==> src/rtl/box_plot_datapath.sv <==
// Box-drawing datapath behind the plot controller: latches origin and colour,
// then sweeps a 2^BOX_LOG2 square of pixels to the VGA adapter, one per clock.
module box_plot_datapath #(
    parameter int unsigned X_W      = 8,
    parameter int unsigned Y_W      = 7,
    parameter int unsigned C_W      = 3,
    parameter int unsigned DIN_W    = 7,
    parameter int unsigned BOX_LOG2 = 2
) (
    input  logic             clk,
    input  logic             resetn,
    input  logic [DIN_W-1:0] data_in,
    input  logic [C_W-1:0]   colour_in,
    input  logic             ld_x,
    input  logic             ld_y,
    input  logic             ld_colour,
    input  logic             writeEn,
    output logic [X_W-1:0]   x_out,
    output logic [Y_W-1:0]   y_out,
    output logic [C_W-1:0]   colour_out,
    output logic             plot,
    output logic             done
);

    localparam int unsigned CNT_W = 2 * BOX_LOG2;

    typedef enum logic [1:0] {
        IDLE = 2'd0,
        DRAW = 2'd1,
        DONE = 2'd2
    } state_t;

    state_t           state, state_nxt;
    logic [CNT_W-1:0] cnt, cnt_nxt;
    logic [X_W-1:0]   x_reg;
    logic [Y_W-1:0]   y_reg;
    logic [C_W-1:0]   c_reg;
    logic             load_ok;

    always_ff @(posedge clk or negedge resetn) begin
        if (!resetn) begin
            state <= IDLE;
            cnt   <= '0;
        end else begin
            state <= state_nxt;
            cnt   <= cnt_nxt;
        end
    end

    // Sweep sequencing; dropping writeEn mid-sweep aborts back to pixel 0.
    always_comb begin
        state_nxt = state;
        cnt_nxt   = cnt;
        case (state)
            IDLE: begin
                cnt_nxt = '0;
                if (writeEn) state_nxt = DRAW;
            end
            DRAW: begin
                if (!writeEn) begin
                    state_nxt = IDLE;
                    cnt_nxt   = '0;
                end else if (cnt == {CNT_W{1'b1}}) begin
                    state_nxt = DONE;
                    cnt_nxt   = '0;
                end else begin
                    cnt_nxt = cnt + CNT_W'(1);
                end
            end
            DONE: begin
                cnt_nxt = '0;
                if (!writeEn) state_nxt = IDLE;
            end
            default: begin
                state_nxt = IDLE;
                cnt_nxt   = '0;
            end
        endcase
    end

    // Origin/colour are frozen while a sweep is in flight.
    assign load_ok = (state != DRAW);

    always_ff @(posedge clk or negedge resetn) begin
        if (!resetn) begin
            x_reg <= '0;
            y_reg <= '0;
            c_reg <= '0;
        end else if (load_ok) begin
            if (ld_x)      x_reg <= X_W'(data_in);
            if (ld_y)      y_reg <= data_in[Y_W-1:0];
            if (ld_colour) c_reg <= colour_in;
        end
    end

    // Raster scan: low counter bits select the column, high bits the row.
    assign x_out      = x_reg + X_W'(cnt[BOX_LOG2-1:0]);
    assign y_out      = y_reg + Y_W'(cnt[CNT_W-1:BOX_LOG2]);
    assign colour_out = c_reg;
    assign plot       = (state == DRAW);
    assign done       = (state == DONE);

endmodule

==> config.mk <==
export PLATFORM = sky130hd
export DESIGN_NAME = box_plot_datapath
export DESIGN_NICKNAME = d
export VERILOG_FILES = /design/src/rtl/box_plot_datapath.sv
export SDC_FILE = /design/constraint.sdc
export NUM_CORES = 1
export LEC_CHECK = 0
export CAP_MARGIN = 5
export CORE_UTILIZATION = 30
export DETAILED_ROUTE_END_ITERATION = 10
export GPL_TIMING_DRIVEN = 0
export SYNTH_ARGS = -nofsm -noshare
export SYNTH_HDL_FRONTEND = slang
export SYNTH_SLANG_ARGS = --single-unit
export TNS_END_PERCENT = 10
==> constraint.sdc <==
create_clock -name clk -period 4.45 [get_ports clk]
set_input_delay 0.6675 -clock clk [delete_from_list [all_inputs] [get_ports clk]]
set_output_delay 0.6675 -clock clk [all_outputs]
set_load 0.005 [all_outputs]
Word level (Yosys, flattened, before mapping):

Cells that the tools add are included.

* output and inout port bits: 20
* input port bits: 16
* register bits after elaboration: 23

* mux-type cells: 8
* add/sub/neg operators: 3
* reduce and logical (&&, ||, !) cells: 5
* eq/ne operators: 7

Operators by type and width (number)
* 2-to-1 mux 4 bit: 3
* adder 7 x 2 -> 8 bit: 1
* 2-to-1 mux 2 bit: 4
* adder 7 x 2 -> 7 bit: 1
* case mux 2 bit (3 select lines): 1
* AND reduction 2 bit: 3
* adder 4 x 1 -> 4 bit (second input constant): 1
* equality test 4 bit (second input constant): 1
* inequality test 2 bit (second input constant): 2
* inequality test 3 x 2 -> 1 bit (second input constant): 1
* AND reduction 3 bit: 1
* equality test 2 x 1 -> 1 bit (second input constant): 1
* equality test 2 bit (second input constant): 1
* logical NOT 2 bit: 1
* inequality test 2 x 1 -> 1 bit (second input constant): 1

Depth between registers and ports, before layout:

Gate-level depths: netlist (run 1).

* depth in word-level cells: 4
* depth in mapped cells: 5

Worst setup path after synthesis (run 1):

OpenSTA, ideal clock, no wires.

* path type: register -> output
* start: register cnt[0]
* end: output port x_out[6]
* stages on the path, launching flop included: 6
* slack: 2.368 ns
* arrival time: 1.414 ns
* cell sequence: dfrtp_1 > ha_1 > inv_1 > fa_1 > nor3_1 > xor2_1

* cells in the longest elaborated chain, start to end: 1

Ends and longest elaborated chain
* from (decl): line 34 `logic [CNT_W-1:0] cnt, cnt_nxt;`
* from (signal assigned): line 46 `cnt <= cnt_nxt;`
* adder 7 x 2 -> 8 bit: line 97 `assign x_out = x_reg + X_W'(cnt[BOX_LOG2-1:0]);`
* to (decl): line 18 `output logic [X_W-1:0] x_out,`

No other way between the ends.

Worst setup path in the final report (run 1):

* start: register cnt[2]
* end: output port y_out[6]

* cells in the longest elaborated chain, start to end: 1

Ends and longest elaborated chain
* adder 7 x 2 -> 7 bit: line 98 `assign y_out = y_reg + Y_W'(cnt[CNT_W-1:BOX_LOG2]);`
* to (decl): line 19 `output logic [Y_W-1:0] y_out,`

No other way between the ends.

==> metrics.md, run 1 <==
| Metric | Value |
|---|---|
| Status | complete, no violations |
| Num CTS Buffers | 3 |
| Number of top-level pins | 36 |
| CTS root buf | clkbuf_8 |
| Crit path required time | around 3800 ps |
| Initial Util | 32.2% |
| Total number of yosys warnings | 0 |
| Worst R2R Start | cnt[0]$_DFF_PN0_ |
| Reg2Reg Setup Slack | 3240 ps |
| GR Overflow Total | 0 |
| Pwr Total | slightly above 0.5 mW |
| Non-Filler Instances | about 190 |
| Rows | 22 |
| GRT Overall Usage | between 10 and 15% |
| Hold crit path type | flip-flop to flip-flop |
| Final instance area | 1660 um2 |
| Capturing point of the worst reg2reg path | state[1]$_DFFE_PN0P_ |
| Pwr Density | just over 300 nW/um2 |
| Die area | about 4300 um2 |
| CTS H-tree depth | 1 |
| Number of global-route vias before repair | approximately 870 |
| Number of synthesized register bits | 23 |
| Reg2Reg Depth | 4 |
| Cell taking the most area after synthesis | dfrtp_1 |
| CP arrival | 2280 ps |
| Final ANT Viol Nets | 0 |
| Seq/Total Area, Yosys | between 40 and 50% |
| GP Congestion | about 0.76 |
| Post-synth ARST share | 100% |
| Critical path's slowest cell | clkdlybuf4s50_1 |
| Clock buffer depth | 2 |
| TritonRoute pass-1 iters | 2 |
| I/O Buffers | 35 |
| Critical path launch point type | flip-flop |
| Filler instances | 368 |
| CTS tree | yes |
| Crit Path Class | flip-flop to primary output |
| Fin Setup TNS | 0 ps |
| Share of cells above drive strength 1 | ~18% |
| Core Footprint | roughly 3700 um2 |
| Crit path capture type | primary output |
| Worst VDD drop | ~140 uV |
| Hold path start | colour_out[1]$_DFFE_PN0P_ |
| Vias/cell | between 4 and 5 |
| First-pass GRT wire length | about 4000 um |
| Hold path depth | 1 |
| Hold Fails Final Rpt | 0 |
| Hold Path Sink | colour_out[1]$_DFFE_PN0P_ |
| Area contributors post-synth | dfrtp_1, mux2_2, ha_1 |
| DP HPWL | ~1900 um |
| Synth cell types | 23 |
| Layout Nets | about 160 |
| Post-synth EDFFs | 0 |
| PostCTS Resize Cnt | 0 |
| CTS sink count | 23 |
| Initial antenna violation count | 0 |
| Slew HR | a little under a third |
| Min cycle time layout | just under 3000 ps |
| RSZ-0062 raised after global routing | no |
| Ant. Diodes | 0 |
| Synth top area share | around 48% |
| Max Slew Vio Count | 0 |
| Post-DP Area | between 1500 and 2000 um2 |
| Max Cap Viol | 0 |
| # setup viols final | 0 |
| Most used DFF post-synth | dfrtp_1 |
| Post-Syn Instances | between 100 and 150 |
| 1st-iter DRT viols | 10 |
| Inst Count DP | around 180 |
| Synth top cells by count | dfrtp_1, mux2_2, inv_1 |
| Final hold slack | 517 ps |
| DRC viols | 0 |
| Area Overhead vs Synth | 37.8% |
| Cell Area, Synth | 1200 um2 |
| Hold-fix buffers, CTS | 0 |
| Synthesized area per cell | ~12 um2 |
| Final worst-path cycle share | around 66% |
| Final wirelength | about 2400 um |
| Chip height | around 65 um |
| Die Span X | ~65 um |
| Routed WL per cell | approximately 13 um |
| Clk_skew | 0.997 ps |
| Least-Margin Pin Slew | roughly 1000 ps |
| Worst skew pair latency | around 260 ps |
| Via Count | 833 |
| Largest net degree at the start of global routing | 24 |
| Clock-pin slew on the worst setup and hold paths | 80 ps |
| Multi-input gate area | ~590 um2 |
| Most common cell in the netlist | dfrtp_1 |
| Max Clk Rate | 339 MHz |
| Static Leak | roughly 0.73 nW |
| Post-CTS Setup Repair Bufs | 0 |
| Syn_nets | roughly 120 |
| Critical-path maximum fanout | 5 |
| Critical path cell sequence | ha_1, inv_1, fa_1, nor3b_2, xor2_1, clkdlybuf4s50_1 |
| CP max stage delay | around 500 ps |
| Register area | between 500 and 600 um2 |
[per-layer routing]
metal / wire (um) / global-route usage [%] / part of all wire (%) / vias to the layer above
li1: - / - / - / 411
met1: 1060 / 15.3 / 45 / 411
met2: 1230 / 21.1 / 52 / 9
met3: 46 / 1.22 / 1.9 / 2
met4: 33 / 5.71 / 1.4 / 0
met5: 0 / 0 / 0 / -
[power breakdown]
part           leakage (nW)  total (mW)  internal [mW]  switching [mW]
Combinational         0.422       0.134         0.0895          0.0441
Sequential            0.280       0.254          0.233          0.0209
Clock                0.0228       0.127         0.0637          0.0628
Total                 0.725       0.514          0.386           0.128
[per-stage QoR]
| step | worst slack [ps] | utilization, % |
|---|---|---|
| final | 1500 | 44.3 |
| after global routing | 1350 | 44.3 |
| after CTS | 1480 | 44.3 |
| after detailed placement | 1760 | 43.1 |
| after global placement | 1780 | 43.1 |
| after floorplan | 2370 | - |
[cells in the final DEF (no fill, tap or decap), drive strengths merged]
cell,n
and4,1
xor2,7
o21ai,1
nor2b,3
mux2,17
nor3b,1
nand3,1
nand4,1
clkbuf,4
fa,2
clkdlybuf4s50,35
xnor2,4
nand2,8
nor3,2
dfrtp,23
nor2,4
nand2b,2
ha,5
a21o,1
inv,10
a21oi,5
and3,3
[layout make-up]
class	instances	area share, %
Inverter	10	2.26
Multi-Input combinational cell	68	35.6
Timing Repair Buffer	35	21.1
Tap cell	48	3.62
Sequential cell	23	34.7
Clock buffer	4	2.71
[worst max-delay path by stage]
stage	from	slack, ps	cells past startpoint	end
after floorplan	cnt[0]$_DFF_PN0_	2370	5	x_out[6]
after global placement	cnt[0]$_DFF_PN0_	1780	6	x_out[6]
after detailed placement	cnt[2]$_DFF_PN0_	1760	6	y_out[6]
after CTS	cnt[0]$_DFF_PN0_	1480	6	x_out[6]
after global routing	cnt[0]$_DFF_PN0_	1350	6	x_out[6]
final	cnt[2]$_DFF_PN0_	1500	6	y_out[6]
[cell families (layout without fill, tap and decap cells)]
logic type | Yosys count | in the layout | share of synthesized area, %
AND/OR/NAND/NOR | 26 | 26 | 13.5
flip-flops | 23 | 23 | 47.8
multiplexers | 17 | 17 | 15.9
XOR/XNOR | 11 | 11 | 8.00
buffers and inverters | 10 | 49 | 3.12
adder cells (fa/ha/maj) | 7 | 7 | 8.52
AO/OA/AOI/OAI | 7 | 7 | 3.12
[critical path: cells and delay by family, from the launching register on]
kind,cells,cell delay (ps)
xor gates and xnor gates,1,160
adders and majority gates,2,640
buffers and inverters,2,570
DFF,1,420
and+or+nand+nor,1,230
Power figures use the tool's default switching activity.
==> run 2, diff against run 1 <==
==> constraint.sdc (replaced) <==
create_clock -name clk -period 2.4 [get_ports clk]
set_input_delay 0.36 -clock clk [delete_from_list [all_inputs] [get_ports clk]]
set_output_delay 0.36 -clock clk [all_outputs]
set_load 0.005 [all_outputs]
==> run 2 against run 1 <==
Effect of this change:
- via count up 0.36%
- final area up 2.2%
- combinational power up 83%
- clock-buffer cell count unchanged
- register-to-register slack worse by 2100 ps
- clock power up 86%
- global-route usage up 0.18 points
- largest cell class unchanged
- largest power group unchanged
- highest routed layer unchanged
==> metrics.md, run 2 (synthesized netlist as in run 1, its figures left out) <==
| Metric | Value |
|---|---|
| GR Overflow Total | 0 |
| Share of cells above drive strength 1 | between 20% and 30% |
| Reg2Reg Setup Slack | 1130 ps |
| Static Leak | about 0.77 nW |
| Max Cap Viol | 0 |
| Final worst-path cycle share | 97.2% |
| Critical path launch point type | flip-flop |
| CTS tree | yes |
| Layout Nets | ~170 |
| Routed WL per cell | roughly 13 um |
| Slew HR | between 30% and 40% |
| Vias/cell | around 4.4 |
| CTS root buf | clkbuf_8 |
| Final worst slack | 67.5 ps |
| Worst VDD drop | between 200 and 300 uV |
| Capturing point of the worst reg2reg path | state[1]$_DFFE_PN0P_ |
| Max Slew Vio Count | 0 |
| Filler instances | between 300 and 400 |
| Fin Setup TNS | 0 ps |
| Die Span X | approximately 65 um |
| Clock buffer depth | 2 |
| Final ANT Viol Nets | 0 |
| Crit path from | cnt[2]$_DFF_PN0_ |
| Final instance area | about 1700 um2 |
| GRT Overall Usage | 12.5% |
| Number of global-route vias before repair | a little under 900 |
| 1st-iter DRT viols | 11 |
| Most frequent cells in the layout | clkdlybuf4s50_1, dfrtp_1, mux2_2 |
| Pwr Total | 0.953 mW |
| RSZ-0062 raised after global routing | yes |
| Largest net degree at the start of global routing | 24 |
| # setup viols final | 0 |
| CP arrival | 1970 ps |
| Final hold slack | around 520 ps |
| CTS sink count | 23 |
| First-pass GRT wire length | ~4000 um |
| CTS H-tree depth | 1 |
| Initial Util | around a third |
| Hold-fix buffers, CTS | 0 |
| Via Count | around 840 |
| Status | complete, no violations |
| Pwr Density | about 560 nW/um2 |
| Pre-CTS setup slack | ~17 ps |
| Crit path required time | between 2000 and 2500 ps |
| Die area | ~4300 um2 |
| Final wirelength | approximately 2400 um |
| Worst skew pair latency | about 260 ps |
| Reg2Reg Depth | 5 |
| Rows | 22 |
| Clock-pin slew on the worst setup and hold paths | around 80 ps |
| Chip height | between 60 and 70 um |
| Clk_skew | 0.998 ps |
| Commonest non-fill, non-tap cell in the layout | clkdlybuf4s50_1 |
| I/O Buffers | 35 |
| GP Congestion | approximately 0.76 |
| Crit path capture type | primary output |
| Crit Path Class | flip-flop to primary output |
| Hold Fails Final Rpt | 0 |
| Worst R2R Start | cnt[0]$_DFF_PN0_ |
| Final core utilization | a little under half |
| Critical-path maximum fanout | 3 |
| Number of top-level pins | 36 |
| Inst Count DP | 184 |
| Non-Filler Instances | approximately 190 |
| Least-Margin Pin Slew | about 1000 ps |
| Ant. Diodes | 0 |
| Max Clk Rate | 429 MHz |
| Hold crit path type | flip-flop to flip-flop |
| TritonRoute pass-1 iters | 3 |
| End of the critical path | y_out[2] |
| DP HPWL | 1950 um |
| DRC viols | 0 |
| Post-DP Area | between 1500 and 2000 um2 |
| Core Footprint | 3740 um2 |
| Min cycle time layout | ~2300 ps |
| Num CTS Buffers | 3 |
| Area Overhead vs Synth | 40.9% |
| Initial antenna violation count | 0 |
[run 2: area by class of cell]
cell class | count | area [um2] | share of cell area [%]
tap | 48 | 60.1 | 3.54
multi-input combinational | 68 | 612 | 36.1
timing repair buffer | 38 | 365 | 21.5
inverter | 10 | 37.5 | 2.21
clock buffer | 4 | 45.0 | 2.66
sequential | 23 | 576 | 33.9
[run 2: layer usage]
metal	track usage (%)	part of all wire, %
met5	0	0
met3	1.22	1.9
met2	21.8	51
met1	15.3	45
met4	5.71	1.4
[run 2: worst min path at each step]
stage	start	end	slack, ps	depth (start not counted)
2_1_floorplan	resetn	cnt[0]$_DFF_PN0_	60	0
3_3_place_gp	colour_out[2]$_DFFE_PN0P_	colour_out[2]$_DFFE_PN0P_	490	1
3_5_place_dp	colour_out[2]$_DFFE_PN0P_	colour_out[2]$_DFFE_PN0P_	500	1
4_1_cts	colour_out[2]$_DFFE_PN0P_	colour_out[2]$_DFFE_PN0P_	520	1
5_1_grt	colour_out[1]$_DFFE_PN0P_	colour_out[1]$_DFFE_PN0P_	540	1
6_report	colour_out[1]$_DFFE_PN0P_	colour_out[1]$_DFFE_PN0P_	520	1
[run 2: critical path, stage by stage, from the launching register on]
cell and delay [ps]:
dfrtp_1 380, ha_2 190, inv_1 50, fa_2 370, xnor2_1 190, clkdlybuf4s50_1 530
[run 2: power by group]
part | internal [mW] | switching [mW]
logic | 0.160 | 0.0854
clock network | 0.118 | 0.118
registers | 0.432 | 0.0386
total | 0.710 | 0.242
[run 2: what timing repair did]
action                     in CTS  in global routing
setup endpoints to repair       7                  4
gates resized for setup         9                  5
buffers inserted                2                  1
pin swaps                       5                  1
==> run 3, diff against run 2 <==
--- a/config.mk
+++ b/config.mk
@@ -5,10 +5,11 @@
 export SDC_FILE = /design/constraint.sdc
 export NUM_CORES = 1
 export LEC_CHECK = 0
-export CAP_MARGIN = 5
+export CAP_MARGIN = 20
 export CORE_UTILIZATION = 30
 export DETAILED_ROUTE_END_ITERATION = 10
 export GPL_TIMING_DRIVEN = 0
+export SETUP_SLACK_MARGIN = 0.05
 export SYNTH_ARGS = -nofsm -noshare
 export SYNTH_HDL_FRONTEND = slang
 export SYNTH_SLANG_ARGS = --single-unit
==> run 3 against run 2 <==
Effect of this change:
- cell count grew 0.52%
- routed wire length grew 1.4%
- critical path depth is the same
- fmax is essentially flat
- first-iteration DRC count grew 45%
- die area is the same
- clock power is essentially flat
- combinational power grew 3%
- non-clock buffer count grew 1
- setup slack lost 0.58 ps
- via count grew 0.72%
- sequential power is essentially flat
- critical endpoint unchanged
- largest power group unchanged
==> metrics.md, run 3 (synthesized netlist as in run 1, its figures left out) <==
| Metric | Value |
|---|---|
| GRT Overall Usage | roughly 12% |
| Final wirelength | between 2000 and 2500 um |
| CTS tree | yes |
| Most frequent cells in the layout | clkdlybuf4s50_1, dfrtp_1, mux2_2 |
| Ant. Diodes | 0 |
| Via Count | 842 |
| Share of total power in sequential cells | 49.1% |
| Vias/cell | ~4.4 |
| Layout Nets | roughly 170 |
| CTS sink count | 23 |
| Pwr Density | 555 nW/um2 |
| CP arrival | between 1500 and 2000 ps |
| Cell-internal power | 0.716 mW |
| Min cycle time layout | roughly 2300 ps |
| Final instance area | between 1500 and 2000 um2 |
| Least-Margin Pin Slew | 373 ps |
| Clock buffer depth | 2 |
| Critical-path maximum fanout | 3 |
| Max Slew Vio Count | 0 |
| Num CTS Buffers | 3 |
| Max Cap Viol | 0 |
| Commonest non-fill, non-tap cell in the layout | clkdlybuf4s50_1 |
| 1st-iter DRT viols | 16 |
| Rows | 22 |
| Hold crit path type | input pin to async pin |
| CTS root buf | clkbuf_8 |
| CP max stage delay | 530 ps |
| Initial antenna violation count | 0 |
| Final core utilization | between 40% and 50% |
| Status | complete, no violations |
| Crit Path Class | flip-flop to primary output |
| Critical path launch point type | flip-flop |
| Clk_skew | ~1.3 ps |
| Critical path cell sequence | ha_2, inv_1, fa_2, xnor2_1, clkdlybuf4s50_1 |
| Combinational power share | between 20% and 30% |
| Worst VDD drop | around 260 uV |
| Number of global-route vias before repair | 893 |
| Crit path buf inv count | 2 |
| Final worst-path cycle share | 97.2% |
| Filler instances | around 360 |
| RSZ-0062 raised after global routing | yes |
| Clock network power share | ~25% |
| Chip height | roughly 65 um |
| Final ANT Viol Nets | 0 |
| DP HPWL | 1950 um |
| Sw power | between 0.2 and 0.25 mW |
| Sw Ratio | about a quarter |
| Crit path capture type | primary output |
| Slew HR | approximately 75% |
| Die area | around 4300 um2 |
| Core Footprint | 3740 um2 |
| CTS H-tree depth | 1 |
| GP Congestion | around 0.76 |
| Worst skew pair latency | 260 ps |
| TritonRoute pass-1 iters | 4 |
| Initial Util | roughly 32% |
| I/O Buffers | 35 |
| Share of cells above drive strength 1 | ~25% |
| DRC viols | 0 |
| Hold Fails Final Rpt | 0 |
| # setup viols final | 0 |
| Largest net degree at the start of global routing | 24 |
| Final worst slack | 67.0 ps |
| First-pass GRT wire length | 4020 um |
| Area Overhead vs Synth | 44.0% |
| Static Leak | between 0.7 and 0.8 nW |
| Routed WL per cell | roughly 13 um |
| Critical path's slowest cell | clkdlybuf4s50_1 |
| Die Span X | between 60 and 70 um |
| CP top delay family | buffers and inverters |
| Number of top-level pins | 36 |
| Post-DP Area | roughly 1600 um2 |
| GR Overflow Total | 0 |
| Crit path required time | between 2000 and 2500 ps |
| Pre-CTS setup slack | ~17 ps |
| Max Clk Rate | 429 MHz |
| Clock-pin slew on the worst setup and hold paths | approximately 80 ps |
run 3: cell types whose count changed in the layout (fill, tap and decap cells not counted), sizes merged:
cell and change:
buf +1, clkdlybuf4s50 -1, dlymetal6s2s +1
run 3: final timing paths:
path	startpoint	to	slack, ps	depth (start not counted)
max reg2reg	cnt[0]$_DFF_PN0_	state[1]$_DFFE_PN0P_	1090	5
min	resetn	cnt[2]$_DFF_PN0_	380	1
max in group asynchronous	resetn	x_reg[4]$_DFFE_PN0P_	1620	2
min reg2reg	colour_out[1]$_DFFE_PN0P_	colour_out[1]$_DFFE_PN0P_	520	1
min in group clk	colour_out[1]$_DFFE_PN0P_	colour_out[1]$_DFFE_PN0P_	520	1
max	cnt[2]$_DFF_PN0_	y_out[2]	70	5
run 3: per-layer routing:
layer | vias up | wire length, um | global-route usage (%) | share of wire (%)
met5 | - | 0 | 0 | 0
met4 | 0 | 33 | 5.71 | 1.3
met3 | 2 | 48 | 1.22 | 1.9
met2 | 9 | 1300 | 21.8 | 53
met1 | 410 | 1090 | 15.3 | 44
li1 | 421 | - | - | -
run 3: power by group through the flow:
stage	clock network, mW	logic, mW	registers, mW
after CTS	0.242	0.250	0.470
after floorplan	0	0.106	0.471
after detailed placement	0	0.253	0.479
after global routing	0.262	0.278	0.479
final	0.237	0.252	0.472
after global placement	0	0.248	0.476
run 3: what timing repair did:
action,in CTS,in global routing
setup buffers,2,1
endpoints found under the setup margin,9,7
pin swaps,5,1
gates resized for setup,9,7
hold buffers,0,0
run 3: final cells by class:
type / count / area (um2) / share of cell area [%]
Sequential cell: 23 / 576 / 33.2
Multi-Input combinational cell: 68 / 619 / 35.7
Inverter: 10 / 37.5 / 2.17
Clock buffer: 4 / 45.0 / 2.60
Tap cell: 48 / 60.1 / 3.47
Timing Repair Buffer: 39 / 395 / 22.8
run 3: worst reg2reg max path: cells and delay by family (launching register included):
family | cells | cell delay [ps]
AOI/OAI and AO/OA | 1 | 170
adders and majority gates | 1 | 230
buffers and inverters | 1 | 150
DFF | 1 | 390
and+or+nand+nor | 2 | 280
run 3: per-stage QoR:
step                setup TNS (ps)  total power, mW  cells  hold WS [ps]
floorplan                        0            0.577    101          64.4
global placement                 0            0.725    184           492
detailed placement               0            0.732    184           504
CTS                          -59.6            0.962    190           522
global route                 -62.8             1.02    192           385
finish                           0            0.961    192           376
